## src/rtl/key_input_pkg.sv

```systemverilog
// key_input_pkg: shared types and default timing for the pushbutton conditioner.
//   key_state_e        - per-key debounce FSM state
//   DEF_*              - default parameter values (50 MHz board timing)
//   max3()             - helper used to size the shared counters
package key_input_pkg;

    // Per-key debounce FSM state
    typedef enum logic [1:0] {
        IDLE         = 2'd0,
        PRESS_WAIT   = 2'd1,
        HELD         = 2'd2,
        RELEASE_WAIT = 2'd3
    } key_state_e;

    localparam int unsigned DEF_NUM_KEYS        = 4;
    localparam int unsigned DEF_DEBOUNCE_CYCLES = 1000000;   // 20 ms at 50 MHz
    localparam int unsigned DEF_REPEAT_DELAY    = 25000000;  // 500 ms at 50 MHz
    localparam int unsigned DEF_REPEAT_PERIOD   = 5000000;   // 100 ms at 50 MHz

    // Largest of three values; used for counter sizing
    function automatic int unsigned max3(input int unsigned a,
                                         input int unsigned b,
                                         input int unsigned c);
        int unsigned m;
        m = a;
        if (b > m) m = b;
        if (c > m) m = c;
        return m;
    endfunction

endpackage

```

## src/rtl/key_debounce_channel.sv

```systemverilog
// key_debounce_channel: one pushbutton channel.
//   2-flop synchronizer -> 4-state debounce FSM -> registered level/press/release.
//   Optional auto-repeat, built only when KEY_AUTOREPEAT_EN is defined.
// Ports:
//   clk         - clock, rising edge
//   rst_n       - asynchronous active-low reset
//   key_n       - raw asynchronous button, 0 = pressed
//   key_level   - debounced state, 1 = held
//   key_press   - one-cycle pulse per accepted press (and per repeat)
//   key_release - one-cycle pulse per accepted release
module key_debounce_channel
    import key_input_pkg::*;
#(
    parameter int unsigned DEBOUNCE_CYCLES = DEF_DEBOUNCE_CYCLES,
    parameter int unsigned REPEAT_DELAY    = DEF_REPEAT_DELAY,
    parameter int unsigned REPEAT_PERIOD   = DEF_REPEAT_PERIOD
) (
    input  logic clk,
    input  logic rst_n,
    input  logic key_n,
    output logic key_level,
    output logic key_press,
    output logic key_release
);

    localparam int unsigned CNT_MAX = max3(DEBOUNCE_CYCLES, REPEAT_DELAY, REPEAT_PERIOD);
    localparam int unsigned CNT_W   = $clog2(CNT_MAX + 1);

    localparam logic [CNT_W-1:0] CNT_SAT = CNT_W'(CNT_MAX);
    // The sample that causes entry to a WAIT state is not counted, so the
    // last counted sample is DEBOUNCE_CYCLES-1 after a cleared counter.
    localparam logic [CNT_W-1:0] DB_LAST = CNT_W'(DEBOUNCE_CYCLES - 1);

    // Synchronizer: resets to the released level
    logic sync1;
    logic sync2;
    logic pressed;

    always_ff @(posedge clk or negedge rst_n) begin
        if (!rst_n) begin
            sync1 <= 1'b1;
            sync2 <= 1'b1;
        end else begin
            sync1 <= key_n;
            sync2 <= sync1;
        end
    end

    assign pressed = ~sync2;

    key_state_e       state;
    key_state_e       state_nxt;
    logic [CNT_W-1:0] cnt;
    logic [CNT_W-1:0] cnt_nxt;
    logic             press_accept;
    logic             release_accept;

    // State register
    always_ff @(posedge clk or negedge rst_n) begin
        if (!rst_n) begin
            state <= IDLE;
            cnt   <= '0;
        end else begin
            state <= state_nxt;
            cnt   <= cnt_nxt;
        end
    end

    // Next-state and debounce counter
    always_comb begin
        state_nxt = state;
        cnt_nxt   = cnt;
        case (state)
            IDLE: begin
                if (pressed) begin
                    state_nxt = PRESS_WAIT;
                    cnt_nxt   = '0;
                end
            end
            PRESS_WAIT: begin
                if (!pressed) begin
                    state_nxt = IDLE;
                end else if (cnt == DB_LAST) begin
                    state_nxt = HELD;
                end else begin
                    cnt_nxt = (cnt == CNT_SAT) ? cnt : cnt + CNT_W'(1);
                end
            end
            HELD: begin
                if (!pressed) begin
                    state_nxt = RELEASE_WAIT;
                    cnt_nxt   = '0;
                end
            end
            RELEASE_WAIT: begin
                if (pressed) begin
                    state_nxt = HELD;
                end else if (cnt == DB_LAST) begin
                    state_nxt = IDLE;
                end else begin
                    cnt_nxt = (cnt == CNT_SAT) ? cnt : cnt + CNT_W'(1);
                end
            end
            default: begin
                state_nxt = IDLE;
                cnt_nxt   = '0;
            end
        endcase
    end

    assign press_accept   = (state == PRESS_WAIT)   && (state_nxt == HELD);
    assign release_accept = (state == RELEASE_WAIT) && (state_nxt == IDLE);

`ifdef KEY_AUTOREPEAT_EN
    localparam logic [CNT_W-1:0] RPT_DELAY_LAST  = CNT_W'(REPEAT_DELAY - 1);
    localparam logic [CNT_W-1:0] RPT_PERIOD_LAST = CNT_W'(REPEAT_PERIOD - 1);

    logic [CNT_W-1:0] rpt_cnt;
    logic             rpt_first_done;
    logic             rpt_fire;

    // Fires on the last cycle of the current delay/period window while HELD
    always_comb begin
        rpt_fire = 1'b0;
        if (state == HELD) begin
            rpt_fire = (rpt_cnt == (rpt_first_done ? RPT_PERIOD_LAST : RPT_DELAY_LAST));
        end
    end

    // Repeat timer: restarts on HELD entry, advances only in HELD, so it
    // freezes through RELEASE_WAIT and resumes on a bounce back to HELD
    always_ff @(posedge clk or negedge rst_n) begin
        if (!rst_n) begin
            rpt_cnt        <= '0;
            rpt_first_done <= 1'b0;
        end else if (press_accept) begin
            rpt_cnt        <= '0;
            rpt_first_done <= 1'b0;
        end else if (state == HELD) begin
            if (rpt_fire) begin
                rpt_cnt        <= '0;
                rpt_first_done <= 1'b1;
            end else begin
                rpt_cnt <= (rpt_cnt == CNT_SAT) ? rpt_cnt : rpt_cnt + CNT_W'(1);
            end
        end
    end
`endif

    logic level_nxt;
    logic press_nxt;
    logic release_nxt;

    // Output next values; level only changes on accepted transitions
    always_comb begin
        level_nxt   = key_level;
        press_nxt   = 1'b0;
        release_nxt = 1'b0;
        if (press_accept) begin
            level_nxt = 1'b1;
            press_nxt = 1'b1;
        end
        if (release_accept) begin
            level_nxt   = 1'b0;
            release_nxt = 1'b1;
        end
`ifdef KEY_AUTOREPEAT_EN
        if (rpt_fire) begin
            press_nxt = 1'b1;
        end
`endif
    end

    // Output registers
    always_ff @(posedge clk or negedge rst_n) begin
        if (!rst_n) begin
            key_level   <= 1'b0;
            key_press   <= 1'b0;
            key_release <= 1'b0;
        end else begin
            key_level   <= level_nxt;
            key_press   <= press_nxt;
            key_release <= release_nxt;
        end
    end

endmodule

```

## src/rtl/key_input_conditioner.sv

```systemverilog
// key_input_conditioner: NUM_KEYS independent debounced pushbutton channels.
//   Optional auto-repeat on KEY_PRESS when KEY_AUTOREPEAT_EN is defined.
// Ports:
//   CLK         - clock, rising edge
//   RST_N       - asynchronous active-low reset
//   KEY_N       - raw asynchronous buttons, 0 = pressed
//   KEY_LEVEL   - debounced state per key, 1 = held
//   KEY_PRESS   - one-cycle pulse per accepted press (and per repeat)
//   KEY_RELEASE - one-cycle pulse per accepted release
module key_input_conditioner
    import key_input_pkg::*;
#(
    parameter int unsigned NUM_KEYS        = DEF_NUM_KEYS,
    parameter int unsigned DEBOUNCE_CYCLES = DEF_DEBOUNCE_CYCLES,
    parameter int unsigned REPEAT_DELAY    = DEF_REPEAT_DELAY,
    parameter int unsigned REPEAT_PERIOD   = DEF_REPEAT_PERIOD
) (
    input  logic                CLK,
    input  logic                RST_N,
    input  logic [NUM_KEYS-1:0] KEY_N,
    output logic [NUM_KEYS-1:0] KEY_LEVEL,
    output logic [NUM_KEYS-1:0] KEY_PRESS,
    output logic [NUM_KEYS-1:0] KEY_RELEASE
);

    // One fully independent channel per key
    for (genvar i = 0; i < NUM_KEYS; i++) begin : g_key
        key_debounce_channel #(
            .DEBOUNCE_CYCLES (DEBOUNCE_CYCLES),
            .REPEAT_DELAY    (REPEAT_DELAY),
            .REPEAT_PERIOD   (REPEAT_PERIOD)
        ) u_chan (
            .clk         (CLK),
            .rst_n       (RST_N),
            .key_n       (KEY_N[i]),
            .key_level   (KEY_LEVEL[i]),
            .key_press   (KEY_PRESS[i]),
            .key_release (KEY_RELEASE[i])
        );
    end

endmodule

```

## config.mk

```make
export PLATFORM = sky130hd
export DESIGN_NAME = key_input_conditioner
export DESIGN_NICKNAME = d
export VERILOG_FILES = /design/src/rtl/key_input_pkg.sv /design/src/rtl/key_debounce_channel.sv /design/src/rtl/key_input_conditioner.sv
export SDC_FILE = /design/constraint.sdc
export NUM_CORES = 1
export LEC_CHECK = 0
export ABC_AREA = 1
export BUFFER_PORTS_ARGS = -buffer_cell sky130_fd_sc_hd__clkbuf_2
export CAP_MARGIN = 20
export CORE_ASPECT_RATIO = 1.25
export CORE_UTILIZATION = 59
export CTS_CLUSTER_DIAMETER = 100
export DETAILED_ROUTE_END_ITERATION = 8
export PLACE_DENSITY = 0.82
export SKIP_CTS_REPAIR_TIMING = 1
export SLEW_MARGIN = 15
export SYNTH_ARGS = -nofsm -noshare
export SYNTH_HDL_FRONTEND = slang
export SYNTH_SLANG_ARGS = --single-unit
```

## constraint.sdc

```tcl
create_clock -name CLK -period 3.1 [get_ports CLK]
set_input_delay 0 -clock CLK [delete_from_list [all_inputs] [get_ports CLK]]
set_output_delay 0 -clock CLK [all_outputs]
set_load 0.01 [all_outputs]
```

==> reports/metrics.cfg <==
[synthesis]
synthCells=1323
synth_area_sq_um=8580
yosysWarningCount=0
seq_area_frac_synth=0.375
avgSynthCellArea_sq_um=6.48
synth_cell_types=33
synth_nets=1337
synth_seq_cells=128

[place]
post-dp-hpwl_mm=14.3
gp_congestion=0.968
portBuffers=17
dp.cells=1481
place_area_sq_um=8660

[final_layout]
final_nets=1344
fill_cells=1255
final_cell_area_sq_um=9350
stdcell_count=1518
drive_gt1_frac=0.0722
antenna_cells=0
area_growth_pct=8.97
fin_util=0.668

[timing]
hold_ws_ns=0.144
finalSetupViolCount=0
tns_ns=0
timing.final.crit_share=0.807
hold_viol=0
worst-slew-pin-transition_ns=1.09
clock-skew-final_ns=0.00519
rsz0062_at_grt=false
drv_slew=0
finalCriticalPeriod_ns=2.50
slew_headroom=0.271
max_freq_mhz=400

[worst_setup_path]
r2r_start=g_key[3].u_chan.cnt[0]
required_ns=3.46
cp_num_buf_inv=1
r2r_slack_ns=0.60
worstPathArrival_ns=2.86
path_delay_family=simple AND/OR/NAND/NOR gates
end_kind=register
path_class=register to register
r2r_end=g_key[3].u_chan.cnt[15]
crit_path_top_delay_cell=nor2_2
crit_chain=ha_1 -> nand3_2 -> inv_1 -> nand2_1 -> nor2_1 -> nand2_2 -> nand2_2 -> nor2_2 -> nand3_1 -> nand2_1
cpPeakStageDelay_ns=0.83
crit_fanout=23
reg2regPathDepth=10
crit_path_start_kind=register

[global_route]
grt_pass1_vias=7588
grt_max_degree=68
antenna_found_initial=0
track_usage=0.292
grt_pass1_wl_mm=34.4
overflow=0

[floorplan]
die_w_um=110
ios=18
start_util=0.613
core.rowCount=48
coreArea_sq_um=14000
die_y_um=137
dieArea_sq_um=15000

[pwr]
powerDensity_nw_per_um2=439
leakagePower_nw=4.15
peakVddDrop_mv=0.434

[run_status]
status=finished, final reports clean

[cts]
tritoncts=done
path_clk_slew_ns=0.06
clk_latency_ns=0.43
htreeDepth=4
clockRootBuffer=clkbuf_16
clockBufferDepth=2
cts_made_buffers=17
cts.sinks=128

[drt]
drcViolationCount=0
routed_wl_mm=20.2
antenna_left=0
viasPerCell=5.33
via_count=8088
drtPass1Iterations=6
avgRoutedWirePerCell_um=13.3
drt_iter0_drc=631

[flow_run]
maxCapViolations=0

[min_path]
hold_path_class=input pin to async pin

metrics by stage:
step | total power, mW | setup WS [ns]
final | 4.10 | 0.597
after global routing | 4.23 | 0.389
after CTS | 4.12 | 0.616
after detailed placement | 1.96 | 0.656
after global placement | 1.95 | 0.743
after floorplan | 1.89 | 1.42
power by group:
part | leakage (nW) | switching (mW) | internal (mW)
Combinational | 2.10 | 0.138 | 0.0538
Sequential | 1.74 | 0.0407 | 1.70
Clock | 0.309 | 0.739 | 1.43
final cells by class:
cell class                 instances  area [sq um]  area share
clock buffer                      23           488      0.0522
sequential                       128          3210       0.344
tap                              175           219      0.0234
multi-input combinational       1033          4620       0.494
inverter                         120           453      0.0485
timing repair buffer              30           201      0.0215
clock inverter                     9           154      0.0165
registers in the layout (all words and copies together) (netlist names):
signal                    flops
g_key.u_chan.key_release      4
g_key.u_chan.state            8
g_key.u_chan.sync1            4
g_key.u_chan.cnt            100
g_key.u_chan.key_press        4
g_key.u_chan.sync2            4
g_key.u_chan.key_level        4
routing by layer:
layer | track usage | share of wire | vias up
li1 | - | - | 4106
met1 | 0.366 | 0.44 | 3660
met2 | 0.485 | 0.48 | 263
met3 | 0.0595 | 0.049 | 59
met4 | 0.124 | 0.029 | 0
met5 | 0 | 0 | -
worst register-to-register path: stages, from the launching register on:
cell and delay, ns:
dfrtp_1 0.45, ha_1 0.31, nand3_2 0.16, inv_1 0.10
nand2_1 0.06, nor2_1 0.05, nand2_2 0.11, nand2_2 0.08
nor2_2 0.83, nand3_1 0.17, nand2_1 0.12
Yosys cell counts:
| master | count | area, sq um |
|---|---|---|
| nor2_1 | 261 | 980 |
| o21ai_2 | 7 | 61.3 |
| buf_2 | 9 | 45.0 |
| nor4_1 | 1 | 6.26 |
| nor2_4 | 1 | 11.3 |
| nand2_2 | 4 | 25.0 |
| nor3_1 | 9 | 45.0 |
| o21ai_0 | 43 | 215 |
| or2_2 | 6 | 37.5 |
| nand3_1 | 106 | 531 |
| buf_6 | 8 | 90.1 |
| or2_0 | 1 | 6.26 |
| nand2_1 | 481 | 1810 |
| nand3_2 | 6 | 60.1 |
| nand3b_1 | 2 | 15.0 |
| dfstp_2 | 8 | 210 |
| dfrtp_1 | 120 | 3000 |
| buf_4 | 17 | 128 |
| inv_2 | 1 | 3.75 |
| nor3b_1 | 2 | 15.0 |
| nor2b_1 | 1 | 6.26 |
| o22ai_1 | 1 | 6.26 |
| inv_1 | 117 | 439 |
| clkbuf_1 | 8 | 30.0 |
| nand4_1 | 13 | 81.3 |
| clkinv_2 | 2 | 10.0 |
| o21ai_1 | 18 | 90.1 |
| a21oi_1 | 4 | 20.0 |
| nor2_2 | 6 | 37.5 |
| xnor2_1 | 10 | 87.6 |
| xor2_1 | 41 | 359 |
| ha_1 | 8 | 100 |
| nand3_4 | 1 | 17.5 |
worst max path at each step:
stage	startpoint	cells past startpoint	end
floorplan	g_key[3].u_chan.cnt[0]	11	g_key[3].u_chan.cnt[8]
finish	g_key[3].u_chan.cnt[0]	10	g_key[3].u_chan.cnt[15]
global placement	g_key[3].u_chan.cnt[0]	10	g_key[3].u_chan.cnt[15]
detailed placement	g_key[3].u_chan.cnt[0]	10	g_key[3].u_chan.cnt[15]
global route	g_key[3].u_chan.cnt[0]	10	g_key[3].u_chan.cnt[16]
CTS	g_key[3].u_chan.cnt[0]	10	g_key[3].u_chan.cnt[15]
logic make-up after synthesis:
group	count (synthesis)	synth area share
AOI/OAI and AO/OA	73	0.0458
adders and majority gates	8	0.0117
buffers and inverters	162	0.0869
and+or+nand+nor	901	0.429
xor gates and xnor gates	51	0.0521
DFF	128	0.375
layout by cell type (no fill, tap or decap), types with 2 or more instances in the layout:
cell and n:
dlygate4sd3_1 5, or2_2 6, clkbuf_1 2, ha_1 8
nor3b_1 2, nor2_1 261, o21ai_2 7, o21ai_0 43
clkinvlp_4 2, nor2_2 6, inv_1 117, nand2_2 4
nand2_1 481, dfstp_2 8, xnor2_1 10, buf_4 8
bufinv_16 4, clkbuf_2 16, nand3_2 6, dfrtp_1 120
clkbuf_16 17, nand3_1 106, xor2_1 41, nand4_1 13
clkinv_2 4, a21oi_1 4, o21ai_1 18, nor3_1 9
clkbuf_8 4, nand3b_1 2
(Power assumes the default switching activity.)
